==> src/rtl/rv_axi_pkg.sv <==
// Shared types and constants for the RV command to AXI4-Lite master bridge.
package rv_axi_pkg;

    typedef enum logic [2:0] {
        IDLE  = 3'd0,
        WR    = 3'd1,
        WRESP = 3'd2,
        RD    = 3'd3,
        RRESP = 3'd4,
        RSP   = 3'd5
    } state_t;

    localparam logic [1:0]  RESP_OKAY     = 2'b00;
    localparam logic [31:0] TIMEOUT_RDATA = 32'hDEAD_DEAD;

endpackage

==> src/rtl/rv_to_axi_master_if.sv <==
// AXI4-Lite bus bundle (no prot signals) with master and slave views.
interface rv_to_axi_master_if #(
    parameter int ADDR_W = 4
);
    logic [ADDR_W-1:0] awaddr;
    logic              awvalid;
    logic              awready;
    logic [31:0]       wdata;
    logic [3:0]        wstrb;
    logic              wvalid;
    logic              wready;
    logic [1:0]        bresp;
    logic              bvalid;
    logic              bready;
    logic [ADDR_W-1:0] araddr;
    logic              arvalid;
    logic              arready;
    logic [31:0]       rdata;
    logic [1:0]        rresp;
    logic              rvalid;
    logic              rready;

    modport master (
        output awaddr, awvalid, wdata, wstrb, wvalid, bready, araddr, arvalid, rready,
        input  awready, wready, bresp, bvalid, arready, rdata, rresp, rvalid
    );

    modport slave (
        input  awaddr, awvalid, wdata, wstrb, wvalid, bready, araddr, arvalid, rready,
        output awready, wready, bresp, bvalid, arready, rdata, rresp, rvalid
    );
endinterface

==> src/rtl/rv_to_axi_master_timeout.sv <==
// Watchdog for rv_to_axi_master: counts cycles while run is high and flags expiry.
module rv_axi_timeout #(
    parameter int TIMEOUT_CYC = 255
) (
    input  logic clk,
    input  logic resetn,
    input  logic run,
    output logic expired
);
    localparam int CW = $clog2(TIMEOUT_CYC + 1);

    logic [CW-1:0] cnt;

    // Saturates at the limit; cleared whenever the master leaves its busy states.
    always_ff @(posedge clk or negedge resetn) begin
        if (!resetn) begin
            cnt <= '0;
        end else if (!run) begin
            cnt <= '0;
        end else if (cnt != CW'(TIMEOUT_CYC)) begin
            cnt <= cnt + 1'b1;
        end
    end

    assign expired = run && (cnt == CW'(TIMEOUT_CYC));

endmodule

==> src/rtl/rv_to_axi_master.sv <==
// Single-outstanding command/response to AXI4-Lite master bridge.
// Optional watchdog enabled by defining RV_TO_AXI_MASTER_TIMEOUT_EN.
module rv_to_axi_master
    import rv_axi_pkg::*;
#(
    parameter int ADDR_W      = 4,
    parameter int TIMEOUT_CYC = 255
) (
    input  logic                M00_AXI_aclk,
    input  logic                M00_AXI_aresetn,
    input  logic                cmd_valid_i,
    output logic                cmd_ready_o,
    input  logic                cmd_write_i,
    input  logic [ADDR_W-1:0]   cmd_addr_i,
    input  logic [31:0]         cmd_wdata_i,
    output logic                rsp_valid_o,
    input  logic                rsp_ready_i,
    output logic [31:0]         rsp_rdata_o,
    output logic                rsp_error_o,
    rv_to_axi_master_if.master  M00_AXI
);
    if (TIMEOUT_CYC < 1) begin : g_param_check
        $error("rv_to_axi_master: TIMEOUT_CYC must be at least 1");
    end

    state_t            state_q, state_d;
    logic              awvalid_q, awvalid_d;
    logic              wvalid_q, wvalid_d;
    logic              bready_q, bready_d;
    logic              arvalid_q, arvalid_d;
    logic              rready_q, rready_d;
    logic [31:0]       rdata_q, rdata_d;
    logic              error_q, error_d;
    logic [ADDR_W-1:0] addr_q;
    logic [31:0]       wdata_q;
    logic              load;

`ifdef RV_TO_AXI_MASTER_TIMEOUT_EN
    logic run;
    logic expired;

    assign run = (state_q == WR) || (state_q == WRESP) || (state_q == RD) || (state_q == RRESP);

    rv_axi_timeout #(
        .TIMEOUT_CYC(TIMEOUT_CYC)
    ) u_timeout (
        .clk    (M00_AXI_aclk),
        .resetn (M00_AXI_aresetn),
        .run    (run),
        .expired(expired)
    );
`endif

    always_ff @(posedge M00_AXI_aclk or negedge M00_AXI_aresetn) begin
        if (!M00_AXI_aresetn) begin
            state_q   <= IDLE;
            awvalid_q <= 1'b0;
            wvalid_q  <= 1'b0;
            bready_q  <= 1'b0;
            arvalid_q <= 1'b0;
            rready_q  <= 1'b0;
            rdata_q   <= '0;
            error_q   <= 1'b0;
            addr_q    <= '0;
            wdata_q   <= '0;
        end else begin
            state_q   <= state_d;
            awvalid_q <= awvalid_d;
            wvalid_q  <= wvalid_d;
            bready_q  <= bready_d;
            arvalid_q <= arvalid_d;
            rready_q  <= rready_d;
            rdata_q   <= rdata_d;
            error_q   <= error_d;
            if (load) begin
                addr_q  <= cmd_addr_i;
                wdata_q <= cmd_wdata_i;
            end
        end
    end

    always_comb begin
        state_d   = state_q;
        awvalid_d = awvalid_q;
        wvalid_d  = wvalid_q;
        bready_d  = bready_q;
        arvalid_d = arvalid_q;
        rready_d  = rready_q;
        rdata_d   = rdata_q;
        error_d   = error_q;
        load      = 1'b0;

        case (state_q)
            IDLE: begin
                if (cmd_valid_i) begin
                    load = 1'b1;
                    if (cmd_write_i) begin
                        state_d   = WR;
                        awvalid_d = 1'b1;
                        wvalid_d  = 1'b1;
                    end else begin
                        state_d   = RD;
                        arvalid_d = 1'b1;
                    end
                end
            end
            WR: begin
                // A low valid here means that channel's handshake already happened.
                if (awvalid_q && M00_AXI.awready) awvalid_d = 1'b0;
                if (wvalid_q && M00_AXI.wready)   wvalid_d  = 1'b0;
                if ((!awvalid_q || M00_AXI.awready) && (!wvalid_q || M00_AXI.wready)) begin
                    state_d  = WRESP;
                    bready_d = 1'b1;
                end
            end
            WRESP: begin
                if (M00_AXI.bvalid) begin
                    bready_d = 1'b0;
                    rdata_d  = '0;
                    error_d  = (M00_AXI.bresp != RESP_OKAY);
                    state_d  = RSP;
                end
            end
            RD: begin
                if (M00_AXI.arready) begin
                    arvalid_d = 1'b0;
                    rready_d  = 1'b1;
                    state_d   = RRESP;
                end
            end
            RRESP: begin
                if (M00_AXI.rvalid) begin
                    rready_d = 1'b0;
                    rdata_d  = M00_AXI.rdata;
                    error_d  = (M00_AXI.rresp != RESP_OKAY);
                    state_d  = RSP;
                end
            end
            RSP: begin
                if (rsp_ready_i) state_d = IDLE;
            end
            default: state_d = IDLE;
        endcase

`ifdef RV_TO_AXI_MASTER_TIMEOUT_EN
        if (expired) begin
            awvalid_d = 1'b0;
            wvalid_d  = 1'b0;
            bready_d  = 1'b0;
            arvalid_d = 1'b0;
            rready_d  = 1'b0;
            rdata_d   = TIMEOUT_RDATA;
            error_d   = 1'b1;
            state_d   = RSP;
        end
`endif
    end

    assign cmd_ready_o = (state_q == IDLE);
    assign rsp_valid_o = (state_q == RSP);
    assign rsp_rdata_o = rdata_q;
    assign rsp_error_o = error_q;

    assign M00_AXI.awaddr  = addr_q;
    assign M00_AXI.awvalid = awvalid_q;
    assign M00_AXI.wdata   = wdata_q;
    assign M00_AXI.wstrb   = '1;
    assign M00_AXI.wvalid  = wvalid_q;
    assign M00_AXI.bready  = bready_q;
    assign M00_AXI.araddr  = addr_q;
    assign M00_AXI.arvalid = arvalid_q;
    assign M00_AXI.rready  = rready_q;

endmodule

==> src/flat_wrapper.sv <==
// flat-port wrapper written by rule: the top's interface ports become plain ports
module rv_to_axi_master_flat import rv_axi_pkg::*;
#(
    parameter int ADDR_W      = 4,
    parameter int TIMEOUT_CYC = 255
)
  (M00_AXI_aclk, M00_AXI_aresetn, cmd_valid_i, cmd_ready_o, cmd_write_i, cmd_addr_i, cmd_wdata_i, rsp_valid_o, rsp_ready_i, rsp_rdata_o, rsp_error_o, M00_AXI_awaddr, M00_AXI_awvalid, M00_AXI_wdata, M00_AXI_wstrb, M00_AXI_wvalid, M00_AXI_bready, M00_AXI_araddr, M00_AXI_arvalid, M00_AXI_rready, M00_AXI_awready, M00_AXI_wready, M00_AXI_bresp, M00_AXI_bvalid, M00_AXI_arready, M00_AXI_rdata, M00_AXI_rresp, M00_AXI_rvalid);
  rv_to_axi_master_if #(.ADDR_W(ADDR_W)) M00_AXI_i ();
  input  logic M00_AXI_aclk;
  input  logic M00_AXI_aresetn;
  input  logic cmd_valid_i;
  output logic cmd_ready_o;
  input  logic cmd_write_i;
  input  logic [ADDR_W-1:0] cmd_addr_i;
  input  logic [31:0] cmd_wdata_i;
  output logic rsp_valid_o;
  input  logic rsp_ready_i;
  output logic [31:0] rsp_rdata_o;
  output logic rsp_error_o;
  output wire logic [$bits(M00_AXI_i.awaddr)-1:0] M00_AXI_awaddr;
  output wire logic [$bits(M00_AXI_i.awvalid)-1:0] M00_AXI_awvalid;
  output wire logic [$bits(M00_AXI_i.wdata)-1:0] M00_AXI_wdata;
  output wire logic [$bits(M00_AXI_i.wstrb)-1:0] M00_AXI_wstrb;
  output wire logic [$bits(M00_AXI_i.wvalid)-1:0] M00_AXI_wvalid;
  output wire logic [$bits(M00_AXI_i.bready)-1:0] M00_AXI_bready;
  output wire logic [$bits(M00_AXI_i.araddr)-1:0] M00_AXI_araddr;
  output wire logic [$bits(M00_AXI_i.arvalid)-1:0] M00_AXI_arvalid;
  output wire logic [$bits(M00_AXI_i.rready)-1:0] M00_AXI_rready;
  input wire logic [$bits(M00_AXI_i.awready)-1:0] M00_AXI_awready;
  input wire logic [$bits(M00_AXI_i.wready)-1:0] M00_AXI_wready;
  input wire logic [$bits(M00_AXI_i.bresp)-1:0] M00_AXI_bresp;
  input wire logic [$bits(M00_AXI_i.bvalid)-1:0] M00_AXI_bvalid;
  input wire logic [$bits(M00_AXI_i.arready)-1:0] M00_AXI_arready;
  input wire logic [$bits(M00_AXI_i.rdata)-1:0] M00_AXI_rdata;
  input wire logic [$bits(M00_AXI_i.rresp)-1:0] M00_AXI_rresp;
  input wire logic [$bits(M00_AXI_i.rvalid)-1:0] M00_AXI_rvalid;
  assign M00_AXI_awaddr = M00_AXI_i.awaddr;
  assign M00_AXI_awvalid = M00_AXI_i.awvalid;
  assign M00_AXI_wdata = M00_AXI_i.wdata;
  assign M00_AXI_wstrb = M00_AXI_i.wstrb;
  assign M00_AXI_wvalid = M00_AXI_i.wvalid;
  assign M00_AXI_bready = M00_AXI_i.bready;
  assign M00_AXI_araddr = M00_AXI_i.araddr;
  assign M00_AXI_arvalid = M00_AXI_i.arvalid;
  assign M00_AXI_rready = M00_AXI_i.rready;
  assign M00_AXI_i.awready = M00_AXI_awready;
  assign M00_AXI_i.wready = M00_AXI_wready;
  assign M00_AXI_i.bresp = M00_AXI_bresp;
  assign M00_AXI_i.bvalid = M00_AXI_bvalid;
  assign M00_AXI_i.arready = M00_AXI_arready;
  assign M00_AXI_i.rdata = M00_AXI_rdata;
  assign M00_AXI_i.rresp = M00_AXI_rresp;
  assign M00_AXI_i.rvalid = M00_AXI_rvalid;
  rv_to_axi_master #(.ADDR_W(ADDR_W), .TIMEOUT_CYC(TIMEOUT_CYC)) u_core (.M00_AXI_aclk(M00_AXI_aclk), .M00_AXI_aresetn(M00_AXI_aresetn), .cmd_valid_i(cmd_valid_i), .cmd_ready_o(cmd_ready_o), .cmd_write_i(cmd_write_i), .cmd_addr_i(cmd_addr_i), .cmd_wdata_i(cmd_wdata_i), .rsp_valid_o(rsp_valid_o), .rsp_ready_i(rsp_ready_i), .rsp_rdata_o(rsp_rdata_o), .rsp_error_o(rsp_error_o), .M00_AXI(M00_AXI_i));
endmodule
==> config.mk <==
export PLATFORM = sky130hd
export DESIGN_NAME = rv_to_axi_master_flat
export DESIGN_NICKNAME = d
export VERILOG_FILES = /design/src/rtl/rv_axi_pkg.sv /design/src/rtl/rv_to_axi_master_if.sv /design/src/rtl/rv_to_axi_master_timeout.sv /design/src/rtl/rv_to_axi_master.sv /design/src/flat_wrapper.sv
export SDC_FILE = /design/constraint.sdc
export NUM_CORES = 1
export LEC_CHECK = 0
export CORE_ASPECT_RATIO = 0.7
export CORE_UTILIZATION = 42
export CTS_BUF_LIST = sky130_fd_sc_hd__clkbuf_4
export CTS_CLUSTER_SIZE = 25
export DETAILED_ROUTE_END_ITERATION = 7
export PLACE_DENSITY = 0.85
export SYNTH_ARGS = -nofsm -noshare
export SYNTH_HDL_FRONTEND = slang
export SYNTH_SLANG_ARGS = --single-unit
==> constraint.sdc <==
create_clock -name M00_AXI_aclk -period 2.1 [get_ports M00_AXI_aclk]
set_clock_uncertainty 0.2 [all_clocks]
set_input_delay 0.42 -clock M00_AXI_aclk [delete_from_list [all_inputs] [get_ports M00_AXI_aclk]]
set_output_delay 0.42 -clock M00_AXI_aclk [all_outputs]
set_load 0.02 [all_outputs]
# Word-level counts from Yosys, hierarchy flattened
# Cells that the tools add are included.
# word_totals
word_cells,79
latch_bits,0
ramBits,0
n_memories,0
regBits,77
input_bits,82
rom_bits,0
# op_classes
mul,0
n_eq_ne,15
muxes,32
add_sub_neg,0
magnitude_cmp,0
n_reduce_logical,22
shift,0
bitwise_logic,0
n_div,0
# ops
op,n
$mux W32,2
$pmux W32 S2,1
$mux W3,6
$pmux W3 S6,1
$mux W1,15
$reduce_bool A2 Y1,7
$pmux W1 S2,6
$reduce_and A4 Y1,3
$ne A2 B1 Y1 const B,5
$ne A2 B2 Y1 const B,5
$reduce_and A3 Y1,3
$eq A3 B2 Y1 const B,2
$eq A3 B3 Y1 const B,2
$reduce_and A6 Y1,1
$eq A3 B1 Y1 const B,1
$logic_and A1 B1 Y1,3
$logic_not A3 Y1,1
$logic_not A1 Y1,2
$logic_or A1 B1 Y1,2
$mux W2,1

# Logic depth before layout (Yosys ltp)
# Gate-level depths: netlist (run 1).
# logic_depth
depth_word,5
depth_mapped,6

# Worst setup path after synthesis (run 1)
# Ideal clock, no wire load.
# synth_timing
path_type,register to output
from,register u_core.state_q[1]
to,output cmd_ready_o
stages_incl_launch_ff,3
setup_slack_ps,409
arrival_time_ps,1071
n_path_buf,1
t_required_ps,1480
cell_sequence,dfrtp_1 > buf_2 > nor3_1
# synth_between
elab_chain_cells,1
# synth_lines
element,line_no,source
start: declaration,rv_to_axi_master.sv:26,"state_t state_q, state_d;"
start signal: assignment,rv_to_axi_master.sv:67,state_q <= state_d;
$logic_not A3 Y1,rv_to_axi_master.sv:159,assign cmd_ready_o = (state_q == IDLE);
end: declaration,flat_wrapper.sv:12,output logic cmd_ready_o;
# No other way between the ends.

# Final worst setup path (run 1)
# layout_timing
from,register u_core.wdata_q[12] (netlist: u_core.M00_AXI.wdata[12])
to,output M00_AXI_wdata[12]
# layout_lines
element,line_no,source
start: declaration,rv_to_axi_master.sv:35,logic [31:0] wdata_q;
start signal: assignment,rv_to_axi_master.sv:77,wdata_q <= cmd_wdata_i;
end: declaration,flat_wrapper.sv:22,output wire logic [$bits(M00_AXI_i.wdata)-1:0] M00_AXI_wdata;
# No word-level cell between the ends.

==> results.sh, run 1 <==
export IMPL_path_max_fanout=2
export IMPL_cp_arrival_ns=1.42
export IMPL_p_seq_frac=0.327
export IMPL_endpoint_kind="output port"
export IMPL_path_buf_inv=1
export IMPL_setup_viol_count_final=0
export IMPL_hpwl_um=6210
export IMPL_clock_path_buffers=2
export IMPL_clkLatencyLatePin_ns=0.40
export IMPL_synthArstFlopShare=1.00
export IMPL_die_width_um=109
export IMPL_syn_area_um2=3360
export IMPL_drc_errors=0
export IMPL_antennaDiodeCount=0
export IMPL_p_per_area_nw_per_um2=1470
export IMPL_io_buffers=161
export IMPL_rows=26
export IMPL_max_freq_mhz=489
export IMPL_drt_pass1_iterations=4
export IMPL_die_area_um2=8380
export IMPL_finalWirelength_um=8550
export IMPL_finalMaxSlewViolations=0
export IMPL_status="finished clean"
export IMPL_r2r_start="u_core.state_q[1]"
export IMPL_placed_cells_incl_taps=542
export IMPL_synth_enable_flop_cells=0
export IMPL_overflow=0
export IMPL_syn_area_per_cell_um2=11.5
export IMPL_gp_congestion=0.767
export IMPL_layout_cells_non_filler=559
export IMPL_syn_inst=292
export IMPL_grt_max_degree=48
export IMPL_start_util=0.448
export IMPL_fillers=557
export IMPL_ys_types=36
export IMPL_hp_class="primary input to asynchronous set/reset pin"
export IMPL_grt_pass1_vias=2748
export IMPL_antenna_found_initial=0
export IMPL_min_period_ns=2.04
export IMPL_ys_ff_latch=77
export IMPL_slowest_stage="clkdlybuf4s50_1"
export IMPL_crit_start="u_core.M00_AXI.wdata[12]"
export IMPL_cap_violations=0
export IMPL_yosysWarnings=0
export IMPL_rsz0062_at_grt="true"
export IMPL_seq_area_frac_synth=0.573
export IMPL_final_cell_mix="clkdlybuf4s50_1, dfrtp_1, nand2_1, o21ai_1, mux2_4"
export IMPL_p_leak_nw=2.53
export IMPL_p_total_mw=7.81
export IMPL_die_y_um=76.9
export IMPL_required_ns=1.48
export IMPL_cts_max_level=3
export IMPL_cts_setup_buffers=0
export IMPL_clock_sinks=77
export IMPL_p_sw_mw=2.90
export IMPL_track_usage=0.209
export IMPL_crit_chain="clkdlybuf4s50_1"
export IMPL_final_common_cell="clkdlybuf4s50_1"
export IMPL_final_layout_size_suffix_gt1_frac=0.167
export IMPL_fin_setup_tns_ns=0
export IMPL_power_frac_comb=0.529
export IMPL_cp_start_kind="flip-flop"
export IMPL_synth_ff_type="dfrtp_1"
export IMPL_cpLargestDelayFamily="buffers and inverters"
export IMPL_viasPerCell=4.87
export IMPL_cts_made_buffers=9
export IMPL_synthToLayoutAreaGrowth_pct=58.5
export IMPL_hold_violations=0
export IMPL_crit_type="flip-flop to output port"
export IMPL_period_share=0.973
export IMPL_finalNetCount=538
export IMPL_drtIter0Drc=121
export IMPL_clockPowerShare=0.145
export IMPL_cts_tree="done"
export IMPL_core_area_um2=7510
export IMPL_fin_hold_ws_ns=0.278
export IMPL_cts_root_buf="clkbuf_4"
export IMPL_cts_reportedPaths_clkPinSlew_ns=0.12
export IMPL_peakVddDrop_v=0.000836
export IMPL_grt_pass1_wl_um=13500
export IMPL_ioPinCount=166
export IMPL_pre_cts_ws_ns=0.0140
export IMPL_post_drt_wl_per_cell_um=15.3
export IMPL_sw_frac_of_total=0.371
export IMPL_slowest_delay_ns=0.62
export IMPL_p_int_mw=4.91
export IMPL_worst_slack_ns=0.0568
export IMPL_ant_nets=0
export IMPL_via_count=2722
## power by group through the flow
stage	clock (mW)	combinational (mW)	sequential [mW]
finish	1.13	4.13	2.55
global route	1.23	4.39	2.64
CTS	1.17	4.20	2.55
detailed placement	0	4.21	2.56
global placement	0	4.10	2.54
floorplan	0	1.61	3.29
## cells by family (layout without fill, tap and decap cells)
family          after synthesis  after routing  share of synthesized area
compound gates               55             55                     0.0908
buf+inv                      28            194                     0.0610
flops                        77             77                      0.573
mux                          36             36                      0.154
other cells                   1              4                    0.00112
simple gates                 95             95                      0.120
## final cells by class
class,count,area (um2),area share
clock buffer,10,75.1,0.0141
clock inverter,6,111,0.0209
inverter,2,7.51,0.00141
multi-input combinational,190,1260,0.236
sequential,77,1930,0.362
tap,98,123,0.0230
timing repair buffer,176,1830,0.343
## per-stage QoR
stage / util / instance area, um2
after floorplan: - / 3370
after global placement: 0.675 / 5070
after detailed placement: 0.675 / 5070
after CTS: 0.701 / 5270
after global routing: 0.709 / 5330
final: 0.709 / 5330
## flip-flops by register name, summed over array words and instances, names as in the netlist
signal                  count
u_core.M00_AXI.arvalid      1
u_core.rsp_rdata_o         32
u_core.M00_AXI.awvalid      1
u_core.rsp_error_o          1
u_core.M00_AXI.bready       1
u_core.M00_AXI.araddr       4
u_core.M00_AXI.wdata       32
u_core.state_q              3
u_core.M00_AXI.rready       1
u_core.M00_AXI.wvalid       1
## final timing paths
path / endpoint / slack [ns] / depth (start not counted)
max: M00_AXI_wdata[12] / 0.06 / 1
min: u_core.rsp_rdata_o[22] / 0.28 / 2
max reg2reg: u_core.M00_AXI.araddr[1] / 0.20 / 5
min reg2reg: u_core.rsp_rdata_o[7] / 0.30 / 2
max in group asynchronous: u_core.rsp_rdata_o[2] / 0.83 / 3
min in group M00_AXI_aclk: u_core.rsp_rdata_o[7] / 0.30 / 2
## routing by layer
layer  share of wire  global-route usage  up-vias
li1                -                   -     1299
met1            0.44               0.267     1313
met2            0.48               0.338      100
met3           0.070              0.0612       10
met4           0.011              0.0662        0
met5               0                   0        -
## Yosys cell counts, drive strengths merged (2+ instances only)
cell,count,share of area
nand2,69,0.077
and3b,2,0.0052
mux2,36,0.15
nor3,2,0.0030
a21oi,8,0.012
inv,2,0.0022
a31oi,2,0.0037
dfrtp,77,0.57
buf,25,0.058
nor2,10,0.013
nand2b,3,0.0056
nor2b,3,0.0056
nor4,3,0.0056
o21ai,37,0.056
## timing repair
item / in CTS / in global routing
hold endpoints to repair: 30 / 0
hold buffers: 1 / 0
resized for setup: 10 / 26
cloned: 0 / 0
setup endpoints to repair: 4 / 28
No activity file was read; power rests on OpenSTA's default activity.
==> inputs of run 2 (changes only) <==
Settings changed: GPL_TIMING_DRIVEN set to 1, HOLD_SLACK_MARGIN set to 0.12.
==> results of run 2 <==
Final layout, timing and power as in run 1 (identical DEF).
==> inputs of run 3 (changes only) <==
Clock period 2.1 ns to 2.3 ns, I/O delays scaled along.
==> results.sh, run 3 (synthesis results as in run 1) <==
export IMPL_post_drt_wl_per_cell_um=15.0
export IMPL_finalWirelength_um=8350
export IMPL_fillers=580
export IMPL_grt_pass1_vias=2660
export IMPL_ioPinCount=166
export IMPL_antennaDiodeCount=0
export IMPL_required_ns=1.64
export IMPL_clkLatencyLatePin_ns=0.41
export IMPL_worst_slack_ns=0.117
export IMPL_track_usage=0.208
export IMPL_period_share=0.949
export IMPL_cap_violations=0
export IMPL_status="finished clean"
export IMPL_hp_class="flip-flop to flip-flop"
export IMPL_drt_pass1_iterations=4
export IMPL_p_per_area_nw_per_um2=1360
export IMPL_cts_setup_buffers=0
export IMPL_setup_viol_count_final=0
export IMPL_rows=26
export IMPL_p_int_mw=4.48
export IMPL_core_area_um2=7510
export IMPL_rsz0062_at_grt="false"
export IMPL_hold_violations=0
export IMPL_clockPowerShare=0.147
export IMPL_synthToLayoutAreaGrowth_pct=55.3
export IMPL_overflow=0
export IMPL_die_area_um2=8380
export IMPL_endpoint_kind="output port"
export IMPL_cts_max_level=3
export IMPL_fin_setup_tns_ns=0
export IMPL_layout_cells_non_filler=555
export IMPL_cts_made_buffers=9
export IMPL_hpwl_um=6120
export IMPL_finalNetCount=534
export IMPL_placed_cells_incl_taps=538
export IMPL_start_util=0.448
export IMPL_power_frac_comb=0.526
export IMPL_finalMaxSlewViolations=0
export IMPL_grt_max_degree=67
export IMPL_cp_start_kind="flip-flop"
export IMPL_viasPerCell=4.82
export IMPL_clock_path_buffers=2
export IMPL_die_y_um=76.9
export IMPL_clock_sinks=77
export IMPL_p_leak_nw=2.20
export IMPL_slowest_stage="dfrtp_1"
export IMPL_final_layout_size_suffix_gt1_frac=0.147
export IMPL_ant_nets=0
export IMPL_fin_hold_ws_ns=0.298
export IMPL_sw_frac_of_total=0.371
export IMPL_pre_cts_ws_ns=0.171
export IMPL_crit_chain="nor3_1 -> dlygate4sd2_1"
export IMPL_multiInputGateArea_um2=1250
export IMPL_drc_errors=0
export IMPL_gp_congestion=0.804
export IMPL_io_buffers=161
export IMPL_crit_type="flip-flop to output port"
export IMPL_cp_arrival_ns=1.52
export IMPL_antenna_found_initial=0
export IMPL_register_area_um2=1930
export IMPL_grt_pass1_wl_um=13500
export IMPL_cts_tree="done"
export IMPL_final_cell_mix="clkdlybuf4s50_1, dfrtp_1, nand2_1, o21ai_1, mux2_4"
export IMPL_max_freq_mhz=458
export IMPL_min_period_ns=2.18
export IMPL_path_max_fanout=7
export IMPL_final_common_cell="clkdlybuf4s50_1"
export IMPL_die_width_um=109
export IMPL_p_seq_frac=0.328
export IMPL_path_buf_inv=1
export IMPL_drtIter0Drc=119
export IMPL_cts_reportedPaths_clkPinSlew_ns=0.12
export IMPL_slowest_delay_ns=0.47
export IMPL_cts_root_buf="clkbuf_4"
export IMPL_cpLargestDelayFamily="flip-flops"
export IMPL_peakVddDrop_v=0.000739
export IMPL_via_count=2675
export IMPL_p_sw_mw=2.64
## run 3: per-layer routing
layer | track usage | vias to the layer above | share of wire
met2 | 0.325 | 97 | 0.47
li1 | - | 1291 | -
met1 | 0.280 | 1285 | 0.45
met4 | 0.0324 | 0 | 0.0026
met3 | 0.0765 | 2 | 0.076
met5 | 0 | - | 0
## run 3: per-stage QoR
| step | power (mW) | cell area [um2] | utilization |
|---|---|---|---|
| detailed placement | 6.13 | 5030 | 0.669 |
| finish | 7.12 | 5220 | 0.695 |
| CTS | 7.19 | 5220 | 0.695 |
| floorplan | 4.47 | 3370 | - |
| global route | 7.54 | 5220 | 0.695 |
| global placement | 6.01 | 5030 | 0.669 |
## run 3: power groups by stage
stage                     Sequential, mW  Combinational, mW  Clock, mW
after global placement              2.33               3.68          0
after detailed placement            2.35               3.78          0
final                               2.33               3.74       1.04
after CTS                           2.34               3.78       1.07
after floorplan                     3.01               1.47          0
after global routing                2.41               3.99       1.14
## run 3: worst min-delay path, cell delays in order (launching register included)
cell and delay, ns:
dfrtp_1 0.36, nand2_1 0.05, o21ai_1 0.06
## run 3: what timing repair did
item | 4_1_cts | 5_1_grt
setup endpoints to repair | 2 | 0
hold buffers | 1 | 0
gates resized for setup | 2 | 0
hold endpoints to repair | 36 | 0
## run 3: area by class of cell
| type | instances | share of cell area |
|---|---|---|
| Timing Repair Buffer | 172 | 0.331 |
| Clock inverter | 6 | 0.0211 |
| Sequential cell | 77 | 0.369 |
| Multi-Input combinational cell | 190 | 0.240 |
| Tap cell | 98 | 0.0235 |
| Inverter | 2 | 0.00144 |
| Clock buffer | 10 | 0.0144 |
## run 3: path summary, 6_finish.rpt
path,startpoint,end,slack [ns],cells after the start
worst max-delay path,u_core.state_q[1],cmd_ready_o,0.12,2
worst min-delay path,u_core.rsp_rdata_o[15],u_core.rsp_rdata_o[15],0.30,2
worst max register to register,u_core.state_q[1],u_core.M00_AXI.araddr[3],0.35,4
worst min register to register,u_core.rsp_rdata_o[15],u_core.rsp_rdata_o[15],0.30,2
max in group asynchronous,M00_AXI_aresetn,u_core.M00_AXI.araddr[1],0.99,3
min in group asynchronous,M00_AXI_aresetn,u_core.rsp_rdata_o[21],0.32,2
